<file path="config.mk">
export PLATFORM = sky130hd
export DESIGN_NAME = cpu_execute_muldiv_flat
export DESIGN_NICKNAME = d
export VERILOG_FILES = /design/src/rtl/cpu_execute_muldiv_if.sv /design/src/rtl/cpu_execute_muldiv.sv /design/src/flat_wrapper.sv
export SDC_FILE = /design/constraint.sdc
export NUM_CORES = 2
export LEC_CHECK = 0
export ABC_CLOCK_PERIOD_IN_PS = 15400
export CORE_MARGIN = 5
export CORE_UTILIZATION = 65
export CTS_CLUSTER_SIZE = 20
export DETAILED_ROUTE_END_ITERATION = 16
export DONT_BUFFER_PORTS = 1
export PLACE_DENSITY = 0.81
export SLEW_MARGIN = 20
export SYNTH_ARGS = -nofsm -noshare
export SYNTH_HDL_FRONTEND = slang
export SYNTH_SLANG_ARGS = --single-unit
</file>
<file path="constraint.sdc">
create_clock -name i_clock -period 15.4 [get_ports i_clock]
set_input_delay 3.08 -clock i_clock [delete_from_list [all_inputs] [get_ports i_clock]]
set_output_delay 3.08 -clock i_clock [all_outputs]
set_load 0.02 [all_outputs]
</file>
<file path="src/rtl/cpu_execute_muldiv_if.sv">
// Issue/result bundle between the execute stage and the multiply/divide unit.
interface cpu_execute_muldiv_if #(
  parameter int unsigned XLEN      = 32,
  parameter int unsigned TAG_WIDTH = 8
);
  logic                 i_valid;
  logic                 i_stall;
  logic [TAG_WIDTH-1:0] i_tag;
  logic [2:0]           i_op;
  logic [XLEN-1:0]      i_rs1;
  logic [XLEN-1:0]      i_rs2;
  logic                 o_busy;
  logic                 o_done;
  logic [TAG_WIDTH-1:0] o_tag;
  logic [XLEN-1:0]      o_rd;

  modport master (
    output i_valid, i_stall, i_tag, i_op, i_rs1, i_rs2,
    input  o_busy, o_done, o_tag, o_rd
  );

  modport slave (
    input  i_valid, i_stall, i_tag, i_op, i_rs1, i_rs2,
    output o_busy, o_done, o_tag, o_rd
  );
endinterface

</file>
<file path="src/rtl/cpu_execute_muldiv.sv">
// Multi-cycle RV32M/RV64M multiply/divide unit: counted-latency multiply and
// iterative radix-2^RADIX_BITS restoring divide, tagged result.
module cpu_execute_muldiv #(
  parameter int unsigned XLEN       = 32,
  parameter int unsigned RADIX_BITS = 1,
  parameter int unsigned MUL_STAGES = 2,
  parameter int unsigned TAG_WIDTH  = 8
) (
  input  logic                 i_clock,
  input  logic                 i_reset,
  cpu_execute_muldiv_if.slave  io_bus
);

  localparam int unsigned DIV_ITERS = XLEN / RADIX_BITS;
  localparam int unsigned CNT_W     = $clog2(DIV_ITERS + MUL_STAGES + 1);

  typedef enum logic [1:0] {S_IDLE, S_MUL, S_DIV, S_FIX} state_t;

  state_t               r_state;
  logic [1:0]           r_op;
  logic [TAG_WIDTH-1:0] r_tag;
  logic [CNT_W-1:0]     r_cnt;
  logic [XLEN-1:0]      r_a;
  logic [XLEN-1:0]      r_b;
  logic [XLEN-1:0]      r_quot;
  logic [XLEN-1:0]      r_rem;
  logic                 r_neg_q;
  logic                 r_neg_r;
  logic                 r_done;
  logic [TAG_WIDTH-1:0] r_tag_out;
  logic [XLEN-1:0]      r_rd;

  logic                 w_new_tag;
  logic                 w_accept;
  logic                 w_div_signed;
  logic                 w_s1;
  logic                 w_s2;
  logic [XLEN-1:0]      w_abs1;
  logic [XLEN-1:0]      w_abs2;
  logic [XLEN-1:0]      w_min_neg;
  logic                 w_div_zero;
  logic                 w_div_ovf;
  logic                 w_a_sx;
  logic                 w_b_sx;
  logic [2*XLEN-1:0]    w_a_ext;
  logic [2*XLEN-1:0]    w_b_ext;
  logic [2*XLEN-1:0]    w_prod;
  logic [XLEN-1:0]      w_mul_res;
  logic [XLEN:0]        w_part;
  logic [XLEN-1:0]      w_rem_n;
  logic [XLEN-1:0]      w_quot_n;
  logic [XLEN-1:0]      w_q_fix;
  logic [XLEN-1:0]      w_r_fix;
  logic [XLEN-1:0]      w_div_res;

  assign w_new_tag      = io_bus.i_tag != r_tag_out;
  assign w_accept       = (r_state == S_IDLE) && io_bus.i_valid && !io_bus.i_stall && w_new_tag;
  assign io_bus.o_busy  = io_bus.i_stall | (io_bus.i_valid & w_new_tag);
  assign io_bus.o_done  = r_done;
  assign io_bus.o_tag   = r_tag_out;
  assign io_bus.o_rd    = r_rd;

  // Divide operand conditioning happens on the raw inputs at acceptance
  assign w_div_signed = ~io_bus.i_op[0];
  assign w_s1         = w_div_signed & io_bus.i_rs1[XLEN-1];
  assign w_s2         = w_div_signed & io_bus.i_rs2[XLEN-1];
  assign w_abs1       = w_s1 ? -io_bus.i_rs1 : io_bus.i_rs1;
  assign w_abs2       = w_s2 ? -io_bus.i_rs2 : io_bus.i_rs2;
  assign w_min_neg    = {1'b1, {(XLEN-1){1'b0}}};
  assign w_div_zero   = io_bus.i_rs2 == '0;
  assign w_div_ovf    = w_div_signed && (io_bus.i_rs1 == w_min_neg) && (io_bus.i_rs2 == '1);

  // rs1 signed for MUL/MULH/MULHSU, rs2 signed for MUL/MULH
  assign w_a_sx    = (r_op != 2'd3) & r_a[XLEN-1];
  assign w_b_sx    = ~r_op[1] & r_b[XLEN-1];
  assign w_a_ext   = {{XLEN{w_a_sx}}, r_a};
  assign w_b_ext   = {{XLEN{w_b_sx}}, r_b};
  assign w_prod    = w_a_ext * w_b_ext;
  assign w_mul_res = (r_op == 2'd0) ? w_prod[XLEN-1:0] : w_prod[2*XLEN-1:XLEN];

  // RADIX_BITS restoring steps per cycle; partial remainder needs XLEN+1 bits
  always_comb begin
    w_rem_n  = r_rem;
    w_quot_n = r_quot;
    w_part   = '0;
    for (int unsigned k = 0; k < RADIX_BITS; k++) begin
      w_part   = {w_rem_n, w_quot_n[XLEN-1]};
      w_quot_n = {w_quot_n[XLEN-2:0], 1'b0};
      if (w_part >= {1'b0, r_b}) begin
        w_part      = w_part - {1'b0, r_b};
        w_quot_n[0] = 1'b1;
      end
      w_rem_n = w_part[XLEN-1:0];
    end
  end

  assign w_q_fix   = r_neg_q ? -r_quot : r_quot;
  assign w_r_fix   = r_neg_r ? -r_rem : r_rem;
  assign w_div_res = r_op[1] ? w_r_fix : w_q_fix;

  // Control FSM: accept, count multiply latency or iterate divide, publish result
  always_ff @(posedge i_clock) begin
    if (i_reset) begin
      r_state   <= S_IDLE;
      r_op      <= '0;
      r_tag     <= '0;
      r_cnt     <= '0;
      r_a       <= '0;
      r_b       <= '0;
      r_quot    <= '0;
      r_rem     <= '0;
      r_neg_q   <= 1'b0;
      r_neg_r   <= 1'b0;
      r_done    <= 1'b0;
      r_tag_out <= '0;
      r_rd      <= '0;
    end else begin
      r_done <= 1'b0;
      case (r_state)
        S_IDLE: begin
          if (w_accept) begin
            r_op  <= io_bus.i_op[1:0];
            r_tag <= io_bus.i_tag;
            if (!io_bus.i_op[2]) begin
              r_a     <= io_bus.i_rs1;
              r_b     <= io_bus.i_rs2;
              r_cnt   <= CNT_W'(MUL_STAGES - 1);
              r_state <= S_MUL;
            end else if (w_div_zero) begin
              r_quot  <= '1;
              r_rem   <= io_bus.i_rs1;
              r_neg_q <= 1'b0;
              r_neg_r <= 1'b0;
              r_state <= S_FIX;
            end else if (w_div_ovf) begin
              r_quot  <= io_bus.i_rs1;
              r_rem   <= '0;
              r_neg_q <= 1'b0;
              r_neg_r <= 1'b0;
              r_state <= S_FIX;
            end else begin
              r_quot  <= w_abs1;
              r_rem   <= '0;
              r_b     <= w_abs2;
              r_neg_q <= w_s1 ^ w_s2;
              r_neg_r <= w_s1;
              r_cnt   <= CNT_W'(DIV_ITERS - 1);
              r_state <= S_DIV;
            end
          end
        end
        S_MUL: begin
          if (r_cnt == '0) begin
            r_rd      <= w_mul_res;
            r_tag_out <= r_tag;
            r_done    <= 1'b1;
            r_state   <= S_IDLE;
          end else begin
            r_cnt <= r_cnt - CNT_W'(1);
          end
        end
        S_DIV: begin
          r_quot <= w_quot_n;
          r_rem  <= w_rem_n;
          if (r_cnt == '0) r_state <= S_FIX;
          else             r_cnt   <= r_cnt - CNT_W'(1);
        end
        S_FIX: begin
          r_rd      <= w_div_res;
          r_tag_out <= r_tag;
          r_done    <= 1'b1;
          r_state   <= S_IDLE;
        end
        default: r_state <= S_IDLE;
      endcase
    end
  end

endmodule

</file>
<file path="src/flat_wrapper.sv">
// flat-port wrapper written by rule: the top's interface ports become plain ports
module cpu_execute_muldiv_flat 
#(
  parameter int unsigned XLEN       = 32,
  parameter int unsigned RADIX_BITS = 1,
  parameter int unsigned MUL_STAGES = 2,
  parameter int unsigned TAG_WIDTH  = 8
)
  (i_clock, i_reset, io_bus_i_valid, io_bus_i_stall, io_bus_i_tag, io_bus_i_op, io_bus_i_rs1, io_bus_i_rs2, io_bus_o_busy, io_bus_o_done, io_bus_o_tag, io_bus_o_rd);
  cpu_execute_muldiv_if #(.XLEN(XLEN), .TAG_WIDTH(TAG_WIDTH)) io_bus_i ();
  input  logic i_clock;
  input  logic i_reset;
  input wire logic [$bits(io_bus_i.i_valid)-1:0] io_bus_i_valid;
  input wire logic [$bits(io_bus_i.i_stall)-1:0] io_bus_i_stall;
  input wire logic [$bits(io_bus_i.i_tag)-1:0] io_bus_i_tag;
  input wire logic [$bits(io_bus_i.i_op)-1:0] io_bus_i_op;
  input wire logic [$bits(io_bus_i.i_rs1)-1:0] io_bus_i_rs1;
  input wire logic [$bits(io_bus_i.i_rs2)-1:0] io_bus_i_rs2;
  output wire logic [$bits(io_bus_i.o_busy)-1:0] io_bus_o_busy;
  output wire logic [$bits(io_bus_i.o_done)-1:0] io_bus_o_done;
  output wire logic [$bits(io_bus_i.o_tag)-1:0] io_bus_o_tag;
  output wire logic [$bits(io_bus_i.o_rd)-1:0] io_bus_o_rd;
  assign io_bus_i.i_valid = io_bus_i_valid;
  assign io_bus_i.i_stall = io_bus_i_stall;
  assign io_bus_i.i_tag = io_bus_i_tag;
  assign io_bus_i.i_op = io_bus_i_op;
  assign io_bus_i.i_rs1 = io_bus_i_rs1;
  assign io_bus_i.i_rs2 = io_bus_i_rs2;
  assign io_bus_o_busy = io_bus_i.o_busy;
  assign io_bus_o_done = io_bus_i.o_done;
  assign io_bus_o_tag = io_bus_i.o_tag;
  assign io_bus_o_rd = io_bus_i.o_rd;
  cpu_execute_muldiv #(.XLEN(XLEN), .RADIX_BITS(RADIX_BITS), .MUL_STAGES(MUL_STAGES), .TAG_WIDTH(TAG_WIDTH)) u_core (.i_clock(i_clock), .i_reset(i_reset), .io_bus(io_bus_i));
endmodule
</file>
==> impl_summary.txt <==
----------------------------------------------------
[Worst setup path]
  Master of the slowest instance on the critical path ... fa_2
  Endpoint arrival time on the critical path ... 9790 ps
  Crit-path max cell delay ... 680 ps
  Critical path peak fanout ... between 60 and 70
  Startpoint class of the critical path ... flop
  CP endpoint kind ... flop
  Endpoint required time on the critical path ... between 15000 and 20000 ps
  Critical Setup Path Class ... flop to flop

[Power]
  Max rail drop VDD ... 0.1270 mV
  Share of total power in combinational logic ... 0.689
  Share of total power in the clock network ... 0.122
  Cell leakage power ... about 24 nW
  Switching pwr ... approximately 2.2 mW
  Net switching share of the total power ... 0.5525
  Seq pwr share ... 0.189
  Cell internal pwr ... 1.758 mW
  Power density over the cells ... about 76 nW/um2

[Die]
  I/O pins ... around 120
  DIE AREA ... 83810 um2
  Chip height ... around 290 um
  Floorplan die width ... just under 300 um
  Initial Utilization ... 0.6555
  Area inside the core boundary ... 77470 um2
  Number of placement rows ... 102

[Finish]
  Leading cell type in the layout, fill and taps excluded ... inv_1
  Number of non-filler instances in the completed layout ... approximately 6.7k
  Net count, final ... 7122
  Area overhead of the layout relative to synthesis ... 2.459%
  Commonest cells after routing, fill and taps aside ... inv_1, fa_1, nand2_1, and2_1, ha_1
  # diodes ... 0
  Layout cells sized above 1 ... 0.03119

[Place]
  Placer congestion estimate ... 1.035
  Total of buffers placed on input and output ports ... 0
  Placed cells ... 6682
  HPWL reported at the end of detailed placement ... 117.2 mm

[Timing]
  Final-report max-slew violation count ... 0
  Final cycle utilization of the critical path ... 0.6098
  Final critical path time including I/O delays and setup ... 9391 ps
  Relative slew margins ... 0.09166
  RSZ-0062 raised after global routing ... no
  FMAX ... 106.5 MHz
  Actual transition at the worst max-transition pin ... about 1400 ps
  Number of hold-slack violations in the final timing report ... 0
  Clock skew after layout ... roughly 18 ps
  Post-route setup TNS ... 0 ps
  Setup Viol. Count Final ... 0

[Detailed routing]
  Number of DRC violations after detailed-routing iteration 0 ... ~3.8k
  Ratio of routed vias to standard cells ... 6.130
  Number of detailed-routing iterations run before antenna repair ... 6
  Final routed DRC violation total ... 0
  DRT Wirelength ... 149.7 mm
  Antenna-violating nets left ... 0
  Mean routed wirelength per cell ... around 22 um
  Via count ... 41.16k

[Global route]
  Total congestion overflow after global routing ... 0
  Overall track demand over capacity in global routing ... 0.3682
  Antenna violations before repair ... 3
  Via count of the first global-routing pass ... between 40k and 50k
  Wire length of the first global-routing pass ... 239.7 mm
  Largest net degree at the start of global routing ... 181

[Synth]
  Cell Area, Synth ... 50780 um2
  Total nets after synthesis ... about 7.4k
  Top flip-flop cell by instance count after synthesis ... dfxtp_1
  YS warnings ... 0
  EDFF count, synth ... 0
  Share of synthesized flip-flops with an asynchronous set or reset ... 0
  Avg Cell Area, Syn ... approximately 8.6 um2
  Sequential cell area fraction in the yosys report ... 0.07451
  Post-synth cell types ... 77
  Synth Register Bits ... 189
  Gate count of the mapped netlist ... between 5k and 6k

[Clock tree]
  Clock latency on the worst-skew pair ... about 480 ps
  Max H-tree Level ... 4
  Clock-pin transition on the worst setup and hold timing paths ... 80 ps
  Post-CTS setup buffer count ... 0
  Maximum clock insertion buffer count ... 2
  Count of instances resized after the clock tree is built ... 0
  Master cell of the clock root buffer ... clkbuf_16
  Count of hold-fix buffers inserted at cts ... 0
  CTS Sinks ... about 190
  CTS tree ... yes
  TritonCTS buffer count ... 17

[Run status]
  Outcome ... finished clean

[Flow run]
  Max capacitance violation total ... 0

[Worst hold path]
  Class of the most critical hold timing path ... flop to flop

----------------------------------------------------
==> layer usage <==
| metal | track usage | part of all wire |
|---|---|---|
| met1 | 0.4764 | 0.37 |
| met2 | 0.5880 | 0.46 |
| met3 | 0.07663 | 0.099 |
| met4 | 0.2000 | 0.069 |
| met5 | 0 | 0 |
==> cell usage after synthesis, types with 9 or more instances <==
cell type,count,area (um2)
o211ai_1,26,195.2
or3_1,22,137.6
nor4_1,17,106.4
dfxtp_1,189,3784
or2_2,19,118.9
a21o_1,26,195.2
or4_1,14,105.1
xor2_1,81,709.4
and3_1,10,62.56
nor2_1,243,912.1
a221oi_1,32,280.3
fa_1,1126,22540
xnor2_1,138,1209
nor3b_1,9,67.56
a21oi_1,224,1121
clkbuf_1,346,1299
and2_1,365,2283
o41ai_1,19,166.4
ha_1,256,3203
o221ai_1,27,236.5
nand2_1,967,3630
a31oi_1,12,75.07
mux2_2,10,112.6
a22oi_1,14,105.1
o31ai_1,36,270.3
nand4_1,34,212.7
nand3_1,47,235.2
o21bai_1,25,187.7
o21ai_0,115,575.6
nor3_1,59,295.3
nand2b_1,23,143.9
o21a_1,12,90.09
a211oi_1,63,473.0
nor2b_1,14,87.58
mux2i_1,24,240.2
inv_1,1160,4354
==> worst paths after layout <==
| check | start | cells after the start | slack (ps) | endpoint |
|---|---|---|---|---|
| min | u_core.r_a[13]$_SDFFE_PP0P_ | 2 | 460 | u_core.r_a[13]$_SDFFE_PP0P_ |
| max reg2reg | u_core.r_op[1]$_SDFFE_PP0P_ | 30 | 6010 | u_core.io_bus.o_rd[30]$_SDFFE_PP0P_ |
| max | u_core.r_op[1]$_SDFFE_PP0P_ | 30 | 6010 | u_core.io_bus.o_rd[30]$_SDFFE_PP0P_ |
| min reg2reg | u_core.r_a[13]$_SDFFE_PP0P_ | 2 | 460 | u_core.r_a[13]$_SDFFE_PP0P_ |
==> metrics by stage <==
step / setup slack [ps] / utilization / hold WS (ps) / power, mW / cell area, um2
CTS: 5937 / 0.6715 / 451.5 / 3.850 / 52020
finish: 6009 / 0.6716 / 456.0 / 3.929 / 52030
floorplan: 6864 / - / 436.0 / 2.569 / 50780
detailed placement: 5950 / 0.6637 / 441.4 / 3.363 / 51410
global placement: 6185 / 0.6637 / 434.2 / 3.321 / 51410
global route: 5568 / 0.6716 / 475.6 / 4.187 / 52030
==> power groups by stage <==
stage          Combinational (mW)  Sequential (mW)  Clock (mW)
3_3_place_gp                 2.58            0.740           0
5_1_grt                      2.94            0.745       0.500
2_1_floorplan                1.89            0.677           0
3_5_place_dp                 2.62            0.743           0
6_report                     2.71            0.742       0.479
4_1_cts                      2.64            0.732       0.478
==> layout make-up <==
type	instances	area [um2]
Sequential cell	189	3791
Fill cell	6311	25440
Tap cell	1040	1301
Clock buffer	19	432.9
Timing Repair Buffer	83	623.1
Inverter	1160	4354
Clock inverter	13	175.2
Multi-Input combinational cell	4210	41350
==> state kept, by name, indices dropped and copies added, names as in the netlist <==
signal / count
u_core.r_a: 32
u_core.r_op: 2
u_core.io_bus.o_tag: 8
u_core.io_bus.o_rd: 32
u_core.r_rem: 32
u_core.r_b: 32
u_core.r_neg_r: 1
u_core.r_tag: 8
u_core.r_quot: 32
u_core.r_cnt: 6
u_core.io_bus.o_done: 1
u_core.r_neg_q: 1
u_core.r_state: 2
==> logic make-up (layout without fill, tap and decap cells) <==
| logic type | Yosys count | after routing | synth area share |
|---|---|---|---|
| flops | 189 | 189 | 0.07451 |
| fa+ha+maj | 1382 | 1382 | 0.5070 |
| buf+inv | 1516 | 1275 | 0.1122 |
| mux | 34 | 34 | 0.006949 |
| simple gates | 1864 | 1864 | 0.1692 |
| compound gates | 711 | 711 | 0.09238 |
| xor+xnor | 219 | 219 | 0.03777 |
==> worst max-delay path, delay by kind of cell (launching register included) <==
family | cells | cell delay, ps
compound gates | 9 | 1770
fa+ha+maj | 9 | 4820
buf+inv | 9 | 1980
flops | 1 | 320
mux | 1 | 60
simple gates | 2 | 330
(Power assumes the default switching activity.)
